**config.mk**
```make
export PLATFORM = sky130hd
export DESIGN_NAME = ube_dma_sequencer
export DESIGN_NICKNAME = d
export VERILOG_FILES = /design/src/rtl/ube_pkg.sv /design/src/rtl/ube_nxm_timer.sv /design/src/rtl/ube_dma_sequencer.sv
export SDC_FILE = /design/constraint.sdc
export NUM_CORES = 1
export LEC_CHECK = 0
export CORE_MARGIN = 1
export CORE_UTILIZATION = 47
export CTS_CLUSTER_SIZE = 28
export DETAILED_ROUTE_END_ITERATION = 7
export GPL_ROUTABILITY_DRIVEN = 1
export PLACE_DENSITY = 0.95
export SLEW_MARGIN = 20
export SYNTH_ARGS = -nofsm -noshare
export SYNTH_HDL_FRONTEND = slang
export SYNTH_SLANG_ARGS = --single-unit
```
**constraint.sdc**
```tcl
create_clock -name clk -period 5.5 [get_ports clk]
set_input_delay 1.1 -clock clk [delete_from_list [all_inputs] [get_ports clk]]
set_output_delay 1.1 -clock clk [all_outputs]
set_load 0.01 [all_outputs]
```
**src/rtl/ube_pkg.sv**
```systemverilog
// ----------------------------------------------------------------------------
// ube_pkg
// Shared definitions for the Unibus Exerciser bus-side engine.
//   - UBE_ADDR_W / UBE_DATA_W : Unibus address and data widths
//   - UBE_FLAG_*              : bit positions of the request flags carried in
//                               the upper part of the 36-bit devADDRO word
//   - ubeState_t              : sequencer FSM states
//   - addrStep()              : address increment for byte or word transfers
// ----------------------------------------------------------------------------
package ube_pkg;

  localparam int UBE_ADDR_W = 18;
  localparam int UBE_DATA_W = 16;
  localparam int UBE_BUS_W  = 36;

  localparam int UBE_FLAG_READ  = 18;
  localparam int UBE_FLAG_WRITE = 19;
  localparam int UBE_FLAG_BYTE  = 20;
  localparam int UBE_FLAG_PHYS  = 21;

  typedef enum logic [2:0] {
    IDLE,
    REQ,
    WAIT,
    GAP,
    FIN
  } ubeState_t;

  // Byte transfers walk the address one byte at a time, word transfers by two.
  function automatic logic [UBE_ADDR_W-1:0] addrStep(input logic byteMode);
    return byteMode ? 18'd1 : 18'd2;
  endfunction

endpackage

```
**src/rtl/ube_nxm_timer.sv**
```systemverilog
// ----------------------------------------------------------------------------
// ube_nxm_timer
// Non-existent-memory watchdog for an outstanding NPR request. Only present
// when UBE_NXM_TIMEOUT_EN is defined; without the macro this file is empty.
//   clk     in  clock
//   rst     in  asynchronous reset, active high
//   clear   in  restart the count (new request or UBA init)
//   run     in  count this cycle (request outstanding)
//   expired out the current waiting cycle is the TIMEOUT-th one
// ----------------------------------------------------------------------------
`ifdef UBE_NXM_TIMEOUT_EN
module ube_nxm_timer #(
  parameter int TIMEOUT = 1023,
  parameter int CNT_W   = 10
) (
  input  logic clk,
  input  logic rst,
  input  logic clear,
  input  logic run,
  output logic expired
);

  logic [CNT_W-1:0] count;

  // Counts the waiting cycles of the current request; a new request or a
  // UBA init restarts it from zero.
  always_ff @(posedge clk or posedge rst) begin
    if (rst) begin
      count <= '0;
    end else if (clear) begin
      count <= '0;
    end else if (run) begin
      count <= count + 1'b1;
    end
  end

  // The count starts at zero on the first waiting cycle, so TIMEOUT-1 marks
  // the TIMEOUT-th cycle without an acknowledge.
  assign expired = run && (count == CNT_W'(TIMEOUT - 1));

endmodule
`endif

```
**src/rtl/ube_dma_sequencer.sv**
```systemverilog
// ----------------------------------------------------------------------------
// ube_dma_sequencer
// Bus-side engine of the Unibus Exerciser. A CSR1 GO strobe raises the
// selected interrupt levels and optionally runs a burst of NPR transfers
// through the UBA, then reports BUSY/DONE/ERR and the last word read.
//
// Optional feature macro: UBE_NXM_TIMEOUT_EN
//   defined   : an unacknowledged request aborts after TIMEOUT waiting cycles
//               with ERR set (non-existent memory)
//   undefined : a request waits for its acknowledge indefinitely, ERR is 0
//
// Ports
//   clk, rst         clock, asynchronous active-high reset
//   clr              synchronous UBA init, same effect as rst
//   csr1GO           one-cycle GO strobe
//   csr1BR[3:0]      interrupt levels to raise {BR7,BR6,BR5,BR4}
//   csr1NPRS         run an NPR burst on GO
//   csr1NPRO         burst direction, 1 = write memory, 0 = read
//   csr1BYTE         byte transfers (address step 1 instead of 2)
//   dmaADDR/COUNT    burst start address and transfer count, taken at GO
//   dmaDATA          write pattern, taken at the start of each transfer
//   intACK[3:0]      per-level interrupt acknowledge from the UBA
//   devACKI/devDATAI acknowledge and read data for the current request
//   devREQO          NPR request
//   devADDRO         {flags, address} of the current request
//   devDATAO         {20'b0, write pattern} of the current request
//   devINTR[3:0]     pending interrupt levels {7,6,5,4}
//   ubeBUSY/DONE/ERR sequence status
//   ubeRDATA         last word returned by an NPR read
// ----------------------------------------------------------------------------
module ube_dma_sequencer
  import ube_pkg::*;
#(
  parameter int TIMEOUT = 1023
) (
  input  logic                  clk,
  input  logic                  rst,
  input  logic                  clr,
  input  logic                  csr1GO,
  input  logic [3:0]            csr1BR,
  input  logic                  csr1NPRS,
  input  logic                  csr1NPRO,
  input  logic                  csr1BYTE,
  input  logic [UBE_ADDR_W-1:0] dmaADDR,
  input  logic [15:0]           dmaCOUNT,
  input  logic [UBE_DATA_W-1:0] dmaDATA,
  input  logic [3:0]            intACK,
  input  logic                  devACKI,
  input  logic [UBE_BUS_W-1:0]  devDATAI,
  output logic                  devREQO,
  output logic [UBE_BUS_W-1:0]  devADDRO,
  output logic [UBE_BUS_W-1:0]  devDATAO,
  output logic [3:0]            devINTR,
  output logic                  ubeBUSY,
  output logic                  ubeDONE,
  output logic                  ubeERR,
  output logic [UBE_DATA_W-1:0] ubeRDATA
);

  ubeState_t             state, nextState;
  logic [UBE_ADDR_W-1:0] addrReg;
  logic [15:0]           countReg;
  logic                  writeDir, byteMode;
  logic [UBE_DATA_W-1:0] dataReg, rdataReg;
  logic [3:0]            intrReg;
  logic                  doneReg;
  logic                  goAccept, xferAck, abortXfer;
  logic                  timerExpired;
  logic [19:0]           unusedDevData;

  assign unusedDevData = devDATAI[35:16];

`ifdef UBE_NXM_TIMEOUT_EN
  logic errReg;

  ube_nxm_timer #(
    .TIMEOUT(TIMEOUT)
  ) uNxmTimer (
    .clk    (clk),
    .rst    (rst),
    .clear  (clr || (state == REQ)),
    .run    (state == WAIT),
    .expired(timerExpired)
  );

  // ERR is sticky from a timeout abort until the next accepted GO.
  always_ff @(posedge clk or posedge rst) begin
    if (rst) begin
      errReg <= 1'b0;
    end else if (clr) begin
      errReg <= 1'b0;
    end else if (goAccept) begin
      errReg <= 1'b0;
    end else if (abortXfer) begin
      errReg <= 1'b1;
    end
  end

  assign ubeERR = errReg;
`else
  localparam int unusedTimeout = TIMEOUT;

  assign timerExpired = 1'b0;
  assign ubeERR       = 1'b0;
`endif

  // State register; a UBA init drops whatever bus cycle is in progress.
  always_ff @(posedge clk or posedge rst) begin
    if (rst) begin
      state <= IDLE;
    end else if (clr) begin
      state <= IDLE;
    end else begin
      state <= nextState;
    end
  end

  // Next-state decode. GO is only honoured from IDLE, which is what makes a
  // GO during a burst vanish without latching anything. An acknowledge wins
  // over a timeout arriving in the same cycle.
  always_comb begin
    nextState = state;
    goAccept  = 1'b0;
    xferAck   = 1'b0;
    abortXfer = 1'b0;
    case (state)
      IDLE: begin
        if (csr1GO) begin
          goAccept  = 1'b1;
          nextState = (csr1NPRS && (dmaCOUNT != 16'd0)) ? REQ : FIN;
        end
      end
      REQ: begin
        nextState = WAIT;
      end
      WAIT: begin
        if (devACKI) begin
          xferAck   = 1'b1;
          nextState = (countReg == 16'd1) ? FIN : GAP;
        end else if (timerExpired) begin
          abortXfer = 1'b1;
          nextState = FIN;
        end
      end
      GAP: begin
        nextState = REQ;
      end
      FIN: begin
        nextState = IDLE;
      end
      default: begin
        nextState = IDLE;
      end
    endcase
  end

  // Burst datapath: parameters latched at GO, the write pattern taken at the
  // start of every transfer, address/count stepped on each acknowledge and
  // read data captured on the acknowledge cycle. Interrupt levels are set by
  // GO and cleared by intACK, with a same-cycle set taking priority.
  always_ff @(posedge clk or posedge rst) begin
    if (rst) begin
      addrReg  <= '0;
      countReg <= '0;
      writeDir <= 1'b0;
      byteMode <= 1'b0;
      dataReg  <= '0;
      rdataReg <= '0;
      intrReg  <= '0;
      doneReg  <= 1'b0;
    end else if (clr) begin
      addrReg  <= '0;
      countReg <= '0;
      writeDir <= 1'b0;
      byteMode <= 1'b0;
      dataReg  <= '0;
      rdataReg <= '0;
      intrReg  <= '0;
      doneReg  <= 1'b0;
    end else begin
      intrReg <= (intrReg & ~intACK) | (goAccept ? csr1BR : 4'b0000);
      if (goAccept) begin
        addrReg  <= dmaADDR;
        countReg <= dmaCOUNT;
        writeDir <= csr1NPRO;
        byteMode <= csr1BYTE;
        doneReg  <= 1'b0;
      end
      if (nextState == REQ) begin
        dataReg <= dmaDATA;
      end
      if (xferAck) begin
        addrReg  <= addrReg + addrStep(byteMode);
        countReg <= countReg - 16'd1;
        if (!writeDir) begin
          rdataReg <= devDATAI[UBE_DATA_W-1:0];
        end
      end
      if (state == FIN) begin
        doneReg <= 1'b1;
      end
    end
  end

  // Request word: flags and address are only driven while a request is up so
  // the bus sees all zeros between transfers.
  always_comb begin
    devADDRO = '0;
    if (devREQO) begin
      devADDRO[UBE_ADDR_W-1:0] = addrReg;
      devADDRO[UBE_FLAG_PHYS]  = 1'b1;
      devADDRO[UBE_FLAG_WRITE] = writeDir;
      devADDRO[UBE_FLAG_READ]  = !writeDir;
      devADDRO[UBE_FLAG_BYTE]  = byteMode;
    end
  end

  assign devREQO  = (state == REQ) || (state == WAIT);
  assign devDATAO = devREQO ? {20'b0, dataReg} : '0;
  assign devINTR  = intrReg;
  assign ubeBUSY  = (state == REQ) || (state == WAIT) || (state == GAP);
  assign ubeDONE  = doneReg;
  assign ubeRDATA = rdataReg;

endmodule
```
==> metrics <==
run status finished clean; transition time at the pin with the least slew margin 1.01 ns; class of the tightest hold or removal check reg2reg; final setup vio count 0; capturing point of the worst reg2reg path addrReg[12]$_DFFE_PP0P_; worst-case register-to-register setup slack 2.64 ns; clock period minus final worst setup slack 3.62 ns; Iter 0 DRT Violations between 400 and 500; remaining antenna violation count after routing 0; Syn Area/Cell approximately 8.5 um^2; Starting Density 0.484; total negative slack for setup checks 0 ns; Die Height 102 um; class of the most critical setup path reg2out; beginning of the worst register-to-register path state[2]$_DFF_PP0_; top library cells by usage in the layout, fill and taps aside sky130_fd_sc_hd__clkdlybuf4s50_1, sky130_fd_sc_hd__dfrtp_1, sky130_fd_sc_hd__nand2_1; PwrDens 231 nW/um^2; total I/O pin count roughly 200; Core Region approximately 10000 um^2; distinct cell type count after synthesis 62; Hold Path Depth 2; cell internal power dissipation slightly above 1 mW; Logic pwr share 0.235; total DRC errors in the routed layout 0; vias per cell ~5.7; final critical-path share of the clock period 0.658; total wirelength of the detailed-routed design about 14 mm; number of global-route vias before repair between 4k and 5k; Post-CTS Resized 0; number of buffers inserted to repair setup after CTS 0; post-synthesis sequential area ratio 0.404; endpoint of the worst hold-timing path ubeRDATA[6]$_DFFE_PP0P_; Nets 780; fraction of final layout cells sized beyond drive strength 1 0.0516; post-DR wirelength/cell 16.7 um; clock skew after layout 0.00632 ns; clock transition time at the flip-flop clock pins of the worst setup and hold paths roughly 0.08 ns; EDFF count, synth 0; die extent in x roughly 100 um; grt total ovfl 0; antenna violations before repair 1; most common cell after layout, fill and taps aside sky130_fd_sc_hd__clkdlybuf4s50_1; Sw Ratio 0.304; setup repair after global routing missed its margin no; total net switching power around 0.44 mW; beginning of the worst hold path ubeRDATA[6]$_DFFE_PP0P_; crit path launch type flip-flop; top post-synthesis cells by area sky130_fd_sc_hd__dfrtp_1, sky130_fd_sc_hd__buf_4, sky130_fd_sc_hd__nand2_1, sky130_fd_sc_hd__a21oi_1, sky130_fd_sc_hd__and2_1; series of cell instances along the critical path xnor2_1 > nor2_2 > buf_4 > and2_1 > clkdlybuf4s50_1; CP Data Arrival Time 2.52 ns; number of detailed-routing iterations run before antenna repair 5; FF-to-FF path depth 5; Clock Tree Root sky130_fd_sc_hd__clkbuf_8; crit path max-delay cell type sky130_fd_sc_hd__clkdlybuf4s50_1; buffer levels on the longest clock path 2; cell count after synthesis approximately 550; H-tree depth reported by CTS 3; netlist area before placement between 4000 and 5000 um^2; number of cell rows 36; Slew headroom 0.325; total number of yosys warnings 0; Hold Vio Cnt, Final 0; # clock sinks 76; CTS tree yes; Top Family by Delay on Critical Path buffers and inverters; crit path buf inv count 2; count of filler cells inserted in the layout approximately 780; largest net degree at the start of global routing ~60; routability congestion estimate about 0.9; Global Route Usage Sum 0.261; clock insertion delay at the later pin of the skew report 0.36 ns; required arrival time at the worst endpoint 4.40 ns; placed wire-length estimate between 9 and 10 mm; Slew Limit Fails 0; achievable frequency between 0.2 and 0.3 GHz; share of total power in the clock network 0.324; Layout Cells excl Fill around 810; standby leakage power 2.53 nW; total of buffers placed on input and output ports ~140; number of max-capacitance violations reported 0; number of buffers added to fix hold violations after cts 0; maximum resistive drop on vdd roughly 0.00012 V; die area about 10000 um^2; fraction of registers with async set/reset 1.00; top_reg_cell synth sky130_fd_sc_hd__dfrtp_1; placed instance count ~800; total CTS buffers 9; portion of synthesized cell area occupied by the leading cell type 0.404; cell type with the highest aggregate area in the netlist sky130_fd_sc_hd__dfrtp_1; Worst setup EP type output port; worst stage delay on the critical path ~0.56 ns; via count 4591; proportion of power drawn by flip-flops and latches 0.442; antenna cell count 0; total of flip-flops plus latches after synthesis 76; wire length of the first global-routing pass around 21 mm; maximum fanout encountered on the critical timing path 28; Synth-to-Final Area Change 32.8%
## power groups by stage
stage | clock network [mW] | registers (mW) | logic (mW)
floorplan | 0 | 0.633 | 0.222
global route | 0.502 | 0.644 | 0.368
CTS | 0.474 | 0.636 | 0.336
detailed placement | 0 | 0.647 | 0.334
global placement | 0 | 0.643 | 0.322
finish | 0.467 | 0.638 | 0.338
## layer usage
layer  global-route usage  share of wire  up-vias
li1                     -              -     2101
met1                0.311           0.39     2192
met2                0.433           0.49      257
met3               0.0609          0.084       39
met4                0.152          0.031        2
met5                    0        0.00074        -
## flip-flops by register name, indices dropped and copies added (netlist names)
name	flops
devINTR	4
addrReg	18
ubeRDATA	16
byteMode	1
writeDir	1
state	3
countReg	16
dataReg	16
ubeDONE	1
## worst max path at each step
| stage | startpoint | end | slack [ns] | depth (start not counted) |
|---|---|---|---|---|
| final | state[1]$_DFF_PP0_ | devADDRO[17] | 1.88 | 5 |
| after global routing | state[1]$_DFF_PP0_ | devADDRO[17] | 1.73 | 5 |
| after CTS | state[1]$_DFF_PP0_ | devADDRO[17] | 1.88 | 5 |
| after detailed placement | devACKI | ubeRDATA[3]$_DFFE_PP0P_ | 1.58 | 5 |
| after global placement | devACKI | ubeRDATA[1]$_DFFE_PP0P_ | 1.70 | 5 |
| after floorplan | rst | addrReg[0]$_DFFE_PP0P_ | 2.46 | 1 |
## worst reg2reg max path: cells and delay by family, from the launching register on
kind / cells / cell delay, ns
compound gates: 1 / 0.17
buf+inv: 1 / 0.53
flops: 1 / 0.58
simple gates: 3 / 1.51
## kinds of logic (layout without fill, tap and decap cells)
family / Yosys count / after routing / synth area share
mux: 18 / 18 / 0.0388
buf+inv: 77 / 170 / 0.0981
other cells: 1 / 35 / 0.000797
flops: 76 / 76 / 0.404
xor+xnor: 2 / 2 / 0.00372
simple gates: 249 / 249 / 0.280
compound gates: 123 / 123 / 0.159
fa+ha+maj: 5 / 5 / 0.0149
## Yosys cell counts (9+ instances only)
cell type / instances
sky130_fd_sc_hd__o21ai_1: 21
sky130_fd_sc_hd__mux2i_1: 16
sky130_fd_sc_hd__dfrtp_1: 76
sky130_fd_sc_hd__and2_1: 35
sky130_fd_sc_hd__nand3_1: 9
sky130_fd_sc_hd__nor4_1: 15
sky130_fd_sc_hd__clkbuf_1: 29
sky130_fd_sc_hd__buf_4: 37
sky130_fd_sc_hd__nand2b_1: 34
sky130_fd_sc_hd__o21ai_0: 12
sky130_fd_sc_hd__a21oi_1: 48
sky130_fd_sc_hd__nand2_1: 65
sky130_fd_sc_hd__nor2_1: 42
sky130_fd_sc_hd__nor3_1: 14
## area by class of cell
class | instances | area [um^2] | area share
Clock buffer | 10 | 128 | 0.0204
Clock inverter | 6 | 88.8 | 0.0142
Inverter | 6 | 23.8 | 0.00380
Multi-Input combinational cell | 432 | 2480 | 0.397
Sequential cell | 76 | 1900 | 0.304
Tap cell | 133 | 166 | 0.0266
Timing Repair Buffer | 148 | 1460 | 0.234
## per-stage QoR
stage	util	hold WS (ns)	setup slack (ns)	area [um^2]	power (mW)
6_report	0.643	0.530	1.88	6250	1.44
5_1_grt	0.643	0.553	1.73	6250	1.51
4_1_cts	0.642	0.529	1.88	6250	1.45
3_5_place_dp	0.620	0.514	1.58	6030	0.980
3_3_place_gp	0.620	0.488	1.70	6030	0.965
2_1_floorplan	-	0.466	2.46	4830	0.855
(Power assumes the default switching activity.)
